<file path="src/rtl/dut_vector_harness_if.sv">
// Vector-in / result-out valid-ready streams of the datapath harness.
// master = stimulus source and result sink, slave = harness.
interface dut_vector_harness_if #(
  parameter int IN_W  = 12,
  parameter int OUT_W = 17
);
  logic             in_valid;
  logic             in_ready;
  logic [IN_W-1:0]  in_data;
  logic             out_valid;
  logic             out_ready;
  logic [OUT_W-1:0] out_data;

  modport master (
    output in_valid, in_data, out_ready,
    input  in_ready, out_valid, out_data
  );

  modport slave (
    input  in_valid, in_data, out_ready,
    output in_ready, out_valid, out_data
  );
endinterface

</file>
<file path="src/rtl/dut_vector_harness.sv">
// Drives vectors onto a combinational datapath, captures its response
// after a settle delay, and folds every capture into a MISR and counter.
module dut_vector_harness #(
  parameter int IN_W  = 12,
  parameter int OUT_W = 17,
  parameter int SETTLE = 1,
  parameter logic [OUT_W-1:0] POLY = OUT_W'(17'h00009),
  parameter int CNT_W = 16
) (
  input  logic               clk,
  input  logic               rst,
  dut_vector_harness_if.slave vec,
  output logic [IN_W-1:0]    dut_in,
  input  logic [OUT_W-1:0]   dut_out,
  input  logic               sig_clear,
  output logic [OUT_W-1:0]   signature,
  output logic [CNT_W-1:0]   capture_count
);

  typedef enum logic [1:0] {
    IDLE,
    DRIVE,
    HOLD
  } state_t;

  localparam logic [7:0] SETTLE_M1 = 8'(SETTLE - 1);

  state_t           state_q, state_d;
  logic [7:0]       cnt_q, cnt_d;
  logic [IN_W-1:0]  dut_in_q, dut_in_d;
  logic [OUT_W-1:0] out_q, out_d;
  logic [OUT_W-1:0] sig_q, sig_d;
  logic [CNT_W-1:0] ccnt_q, ccnt_d;

  logic             cap;
  logic [OUT_W-1:0] sig_base;
  logic [OUT_W-1:0] shifted;
  logic [CNT_W-1:0] ccnt_base;

  always_comb begin
    state_d  = state_q;
    cnt_d    = cnt_q;
    dut_in_d = dut_in_q;
    out_d    = out_q;
    cap      = 1'b0;
    unique case (state_q)
      IDLE: begin
        if (vec.in_valid) begin
          dut_in_d = vec.in_data;
          cnt_d    = SETTLE_M1;
          state_d  = DRIVE;
        end
      end
      DRIVE: begin
        if (cnt_q == 8'd0) begin
          cap     = 1'b1;
          out_d   = dut_out;
          state_d = HOLD;
        end else begin
          cnt_d = cnt_q - 8'd1;
        end
      end
      HOLD: begin
        if (vec.out_ready) state_d = IDLE;
      end
      default: state_d = IDLE;
    endcase
  end

  // A clear in the capture cycle is applied first, so the capture lands
  // on a zeroed signature and counter.
  always_comb begin
    sig_base  = sig_clear ? '0 : sig_q;
    ccnt_base = sig_clear ? '0 : ccnt_q;
    shifted   = {sig_base[OUT_W-2:0], 1'b0};
    if (sig_base[OUT_W-1]) shifted = shifted ^ POLY;
    sig_d  = sig_base;
    ccnt_d = ccnt_base;
    if (cap) begin
      sig_d  = shifted ^ dut_out;
      ccnt_d = ccnt_base + CNT_W'(1);
    end
  end

  always_ff @(posedge clk or posedge rst) begin
    if (rst) begin
      state_q  <= IDLE;
      cnt_q    <= '0;
      dut_in_q <= '0;
      out_q    <= '0;
      sig_q    <= '0;
      ccnt_q   <= '0;
    end else begin
      state_q  <= state_d;
      cnt_q    <= cnt_d;
      dut_in_q <= dut_in_d;
      out_q    <= out_d;
      sig_q    <= sig_d;
      ccnt_q   <= ccnt_d;
    end
  end

  assign vec.in_ready  = (state_q == IDLE);
  assign vec.out_valid = (state_q == HOLD);
  assign vec.out_data  = out_q;
  assign dut_in        = dut_in_q;
  assign signature     = sig_q;
  assign capture_count = ccnt_q;

endmodule

</file>
<file path="src/flat_wrapper.sv">
// flat-port wrapper written by rule: the top's interface ports become plain ports
module dut_vector_harness_flat 
#(
  parameter int IN_W  = 12,
  parameter int OUT_W = 17,
  parameter int SETTLE = 1,
  parameter logic [OUT_W-1:0] POLY = OUT_W'(17'h00009),
  parameter int CNT_W = 16
)
  (clk, rst, dut_in, dut_out, sig_clear, signature, capture_count, vec_in_valid, vec_in_data, vec_out_ready, vec_in_ready, vec_out_valid, vec_out_data);
  dut_vector_harness_if #(.IN_W(IN_W), .OUT_W(OUT_W)) vec_i ();
  input  logic clk;
  input  logic rst;
  output logic [IN_W-1:0] dut_in;
  input  logic [OUT_W-1:0] dut_out;
  input  logic sig_clear;
  output logic [OUT_W-1:0] signature;
  output logic [CNT_W-1:0] capture_count;
  input wire logic [$bits(vec_i.in_valid)-1:0] vec_in_valid;
  input wire logic [$bits(vec_i.in_data)-1:0] vec_in_data;
  input wire logic [$bits(vec_i.out_ready)-1:0] vec_out_ready;
  output wire logic [$bits(vec_i.in_ready)-1:0] vec_in_ready;
  output wire logic [$bits(vec_i.out_valid)-1:0] vec_out_valid;
  output wire logic [$bits(vec_i.out_data)-1:0] vec_out_data;
  assign vec_i.in_valid = vec_in_valid;
  assign vec_i.in_data = vec_in_data;
  assign vec_i.out_ready = vec_out_ready;
  assign vec_in_ready = vec_i.in_ready;
  assign vec_out_valid = vec_i.out_valid;
  assign vec_out_data = vec_i.out_data;
  dut_vector_harness #(.IN_W(IN_W), .OUT_W(OUT_W), .SETTLE(SETTLE), .POLY(POLY), .CNT_W(CNT_W)) u_core (.clk(clk), .rst(rst), .vec(vec_i), .dut_in(dut_in), .dut_out(dut_out), .sig_clear(sig_clear), .signature(signature), .capture_count(capture_count));
endmodule
</file>
<file path="config.mk">
export PLATFORM = sky130hd
export DESIGN_NAME = dut_vector_harness_flat
export DESIGN_NICKNAME = d
export VERILOG_FILES = /design/src/rtl/dut_vector_harness_if.sv /design/src/rtl/dut_vector_harness.sv /design/src/flat_wrapper.sv
export SDC_FILE = /design/constraint.sdc
export NUM_CORES = 1
export LEC_CHECK = 0
export ABC_CLOCK_PERIOD_IN_PS = 2600
export BUFFER_PORTS_ARGS = -buffer_cell sky130_fd_sc_hd__buf_2
export CORE_AREA = 2 2 92 94
export CTS_CLUSTER_SIZE = 10
export DETAILED_ROUTE_END_ITERATION = 16
export DIE_AREA = 0 0 94 96
export PLACE_DENSITY_LB_ADDON = 0.12
export SETUP_SLACK_MARGIN = 0.15
export SYNTH_ARGS = -nofsm -noshare
export SYNTH_HDL_FRONTEND = slang
export SYNTH_SLANG_ARGS = --single-unit
</file>
<file path="constraint.sdc">
create_clock -name clk -period 2.6 [get_ports clk]
set_input_delay 0.52 -clock clk [delete_from_list [all_inputs] [get_ports clk]]
set_output_delay 0.52 -clock clk [all_outputs]
set_load 0.005 [all_outputs]
</file>
# Yosys cells after proc, flatten, opt, wreduce, memory -nomap -nowiden
# Index checks and enable logic that the tools add are counted.
[totals]
regBits = 72
inputBits = 34
[op_classes]
n_addsub = 2
n_eq_ne = 6
muxes = 14
bitwise_logic = 2
reduce_logical = 7
[op_table]
columns = ["cell", "n"]
rows = [
  ["two-way mux 17 bit", 2],
  ["two-way mux 16 bit", 2],
  ["XOR 17 bit", 1],
  ["adder 16 x 1 -> 16 bit, second input constant", 1],
  ["two-way mux 8 bit", 2],
  ["one-hot mux 8 bit (2 select lines)", 1],
  ["zero test 8 bit", 1],
  ["subtractor 8 x 1 -> 8 bit, second input constant", 1],
  ["two-way mux 2 bit", 3],
  ["inequality test 2 bit, second input constant", 3],
  ["one-hot mux 2 bit (3 select lines)", 1],
  ["AND reduction 3 bit", 2],
  ["two-way mux 4 bit", 1],
  ["AND reduction 2 bit", 2],
  ["equality test 2 x 1 -> 1 bit, second input constant", 1],
  ["equality test 2 bit, second input constant", 1],
  ["zero test 2 bit", 1],
  ["two-way mux 1 bit", 2],
  ["inequality test 2 x 1 -> 1 bit, second input constant", 1],
  ["NOT 2 bit", 1],
  ["nonzero test 2 bit", 1],
]

# Longest topological paths before layout
[depth]
ltp_word = 5
mapped_depth = 8
mapped_depth_nobuf = 6

# Worst setup path after synthesis
# No wires, ideal clock.
[synth_timing]
kind = "register to register"
start = "register u_core.cnt_q[2]"
end = "register u_core.ccnt_q[12] (netlist: u_core.capture_count[12])"
setup_ps = 78
arrival_ps = 2222
path_slack_ps = 300
stages_incl_launch_ff = 7
period_less_slack_ps = 2300
path_cell_list = "dfrtp_1 > or4_1 > buf_2 > or4_1 > buf_2 > or4_1 > a21oi_1"
[synth_between]
elab_chain_len = 4
[synth_rtl]
columns = ["element", "line_no", "source"]
rows = [
  ["from (decl)", "dut_vector_harness.sv:29", "logic [7:0] cnt_q, cnt_d;"],
  ["from (signal assigned)", "dut_vector_harness.sv:95", "cnt_q <= cnt_d;"],
  ["zero test 8 bit", "dut_vector_harness.sv:55", "if (cnt_q == 8'd0) begin"],
  ["two-way mux 1 bit", "dut_vector_harness.sv:55", ""],
  ["two-way mux 1 bit", "dut_vector_harness.sv:46", "unique case (state_q)"],
  ["two-way mux 16 bit", "dut_vector_harness.sv:79", "if (cap) begin"],
  ["named net u_core.ccnt_d[12]", "dut_vector_harness.sv:33", "logic [CNT_W-1:0] ccnt_q, ccnt_d;"],
  ["to (signal assigned)", "dut_vector_harness.sv:99", "ccnt_q <= ccnt_d;"],
  ["to (decl)", "dut_vector_harness.sv:33", ""],
]
# The timed path passes the listed nets, and every way through them passes these cells.
# A chain may end at the register's enable or synchronous reset.

# Worst setup path after layout
[layout_timing]
start = "register u_core.cnt_q[0]"
end = "register u_core.ccnt_q[12] (netlist: u_core.capture_count[12])"
# Same word-level chain as after synthesis.

==> results.sh <==
export IMPL_p_seq_share_pct=39.9
export IMPL_period_share_pct=89.5
export IMPL_yosys_warnings=0
export IMPL_worstPathMaxFanout=8
export IMPL_p_comb_share_pct=32.9
export IMPL_clkPwrFrac_pct=27.2
export IMPL_drtAntennaViolNets=0
export IMPL_fin_crit_ns=2.33
export IMPL_grt_pass1_wl_um=13700
export IMPL_synth_seq_cells=72
export IMPL_synthArstFlopShare_pct=100
export IMPL_syn_nets=427
export IMPL_yosys_area_top_type="dfrtp_1"
export IMPL_syn_to_final_growth_pct=26.7
export IMPL_syn_cell_area_mm2=0.00349
export IMPL_die_w_um=94
export IMPL_die_h_um=96
export IMPL_wl_per_cell_um=13.4
export IMPL_swShare_pct=32.8
export IMPL_tns_ns=0
export IMPL_fmax_ghz=0.430
export IMPL_clk_pin_slew_ns=0.08
export IMPL_drive_above_1_share_pct=27.6
export IMPL_first_pass_iters=4
export IMPL_post_route_util_pct=54.9
export IMPL_nets=527
export IMPL_synth_edff_count=0
export IMPL_clk_path_buf_depth=2
export IMPL_syn_inst=391
export IMPL_overflow=0
export IMPL_layout_cells_non_filler=601
export IMPL_synth_common_cells="96 x nand2_1, 72 x dfrtp_1, 41 x o21ai_0, 19 x clkbuf_1, 19 x nand2b_1"
export IMPL_worstSetupPathType="reg2reg"
export IMPL_arrival_ns=2.59
export IMPL_initialDrtViolationCount=221
export IMPL_numClockSinks=72
export IMPL_cts_hold_fix_buffers=0
export IMPL_max_slew_margin_rel_pct=61.5
export IMPL_drt_wl_total_um=8080
export IMPL_dp_final_hpwl_um=5830
export IMPL_design_die_area_mm2=0.00902
export IMPL_core_region_area_mm2=0.00805
export IMPL_rsz0062_at_grt="false"
export IMPL_power_density_mw_per_mm2=976
export IMPL_place_congestion=0.822
export IMPL_num_vias=3041
export IMPL_avgSynthCellArea_um2=8.93
export IMPL_leakage_nw=2.18
export IMPL_grt_pass1_vias=2856
export IMPL_crit_start="u_core.cnt_q[0]"
export IMPL_netlist_top_cells_area="dfrtp_1 52%, nand2_1 10%, o21ai_0 5.9%"
export IMPL_yosys_cell_count_top_type="nand2_1"
export IMPL_ys_types=38
export IMPL_grt_max_degree=45
export IMPL_start_util_pct=43.4
export IMPL_placed_area_mm2=0.00414
export IMPL_worst_slack_ns=0.274
export IMPL_placed_cells=585
export IMPL_worst_pin_slew_ns=0.577
export IMPL_intPower_mw=2.90
export IMPL_hp_class="in2async"
export IMPL_status="complete, no violations"
export IMPL_n_fill_cell=773
export IMPL_slew_viol_final=0
export IMPL_drcViolationCount=0
export IMPL_ctsRootBufferMaster="clkbuf_8"
export IMPL_clk_latency_ns=0.34
export IMPL_yosysTopAreaCellShare_pct=51.6
export IMPL_power_switching_mw=1.42
export IMPL_end_kind="flip-flop"
export IMPL_cp_required_ns=2.87
export IMPL_maxCapViolCount=0
export IMPL_start_kind="flip-flop"
export IMPL_grt_usage_pct=19.4
export IMPL_hold_viol_final=0
export IMPL_h_tree_depth=3
export IMPL_cts_tree="built"
export IMPL_design_area_mm2=0.00442
export IMPL_synth_yosys_seq_area_share_pct=51.6
export IMPL_port_buffers=97
export IMPL_num_rows=33
export IMPL_holdWs_ns=0.220
export IMPL_ir_drop_mv=0.435
export IMPL_antenna_found_initial=0
export IMPL_n_antenna_cell=0
export IMPL_vias_per_cell=5.06
export IMPL_clock_skew_ns=0.00650
export IMPL_preCtsSetupSlack_ns=0.196
export IMPL_setup_viol=0
export IMPL_total_power_mw=4.32
export IMPL_register_area_mm2=0.00180
export IMPL_r2r_start="u_core.cnt_q[0]"
export IMPL_cts_inserted_buffers=9
export IMPL_multi_input_area_mm2=0.00159
export IMPL_synthFlopType="dfrtp_1"
export IMPL_io_pins=98
[kinds of logic after synthesis]
| family | count (synthesis) | synth area share, % |
|---|---|---|
| fa+ha+maj | 2 | 0.717 |
| mux | 3 | 0.896 |
| compound gates | 68 | 10.7 |
| simple gates | 209 | 31.0 |
| flops | 72 | 51.6 |
| buf+inv | 30 | 3.30 |
| xor+xnor | 7 | 1.76 |
[routing by layer]
| layer | global-route usage [%] | wire [um] | vias up |
|---|---|---|---|
| met5 | 0 | 0 | - |
| met2 | 29.6 | 3640 | 80 |
| met4 | 6.52 | 95 | 0 |
| met1 | 27.0 | 3900 | 1421 |
| li1 | - | - | 1531 |
| met3 | 5.01 | 444 | 9 |
[layout make-up]
type,instances,area share [%]
Multi-Input combinational cell,289,36.0
Clock inverter,6,2.94
Tap cell,105,2.97
Sequential cell,72,40.7
Inverter,9,0.764
Clock buffer,10,3.11
Timing Repair Buffer,110,13.5
[power groups by stage]
stage	clock, mW	combinational [mW]	sequential [mW]
4_1_cts	1.21	1.43	1.72
3_5_place_dp	0	1.43	1.74
3_3_place_gp	0	1.41	1.72
2_1_floorplan	0	0.819	1.73
5_1_grt	1.26	1.64	1.78
6_report	1.17	1.42	1.72
[what timing repair did]
item	CTS	global route
endpoints found under the setup margin	0	7
gates resized for setup	0	3
endpoints found under the hold margin	0	0
setup buffers	0	0
[final timing paths]
kind / to / slack (ns) / cells after the start
worst min-delay path: u_core.dut_in[3] / 0.22 / 2
max in group asynchronous: u_core.capture_count[13] / 1.76 / 3
worst min register to register: u_core.vec.out_data[8] / 0.46 / 2
min in group clk: u_core.dut_in[7] / 0.36 / 3
worst max register to register: u_core.capture_count[12] / 0.27 / 6
worst max-delay path: u_core.capture_count[12] / 0.27 / 6
[cells in the final DEF (no fill, tap or decap), types with 2 or more instances in the layout]
cell and count:
nand4_1 6, nand2b_1 19, clkinv_2 2, bufinv_16 4, o31ai_1 2, and2_1 16, mux2i_1 2, nand2_1 96
a21o_1 2, or4_1 6, xnor2_1 6, nor3_1 2, or3_1 6, ha_1 2, buf_4 12, a31o_2 2
nor4_1 6, o21ai_0 41, a21oi_1 15, clkbuf_8 10, nor2b_1 6, nor2_1 8, nand3_1 9, o21a_1 2
dfrtp_1 72, nor3b_1 16, a211oi_1 2, inv_1 8, buf_2 97, or2_2 2, nand4b_1 2
[state kept, by name, indices dropped and copies added (netlist names)]
| name | cells |
|---|---|
| u_core.capture_count | 16 |
| u_core.cnt_q | 8 |
| u_core.dut_in | 12 |
| u_core.signature | 17 |
| u_core.state_q | 2 |
| u_core.vec.out_data | 17 |
[critical path, cell delays in order (launching register included)]
cell,delay (ns)
dfrtp_1,0.39
inv_1,0.10
ha_1,0.19
or4bb_4,0.51
or4_4,0.48
or4_1,0.42
a21oi_1,0.16
Power figures use the tool's default switching activity.
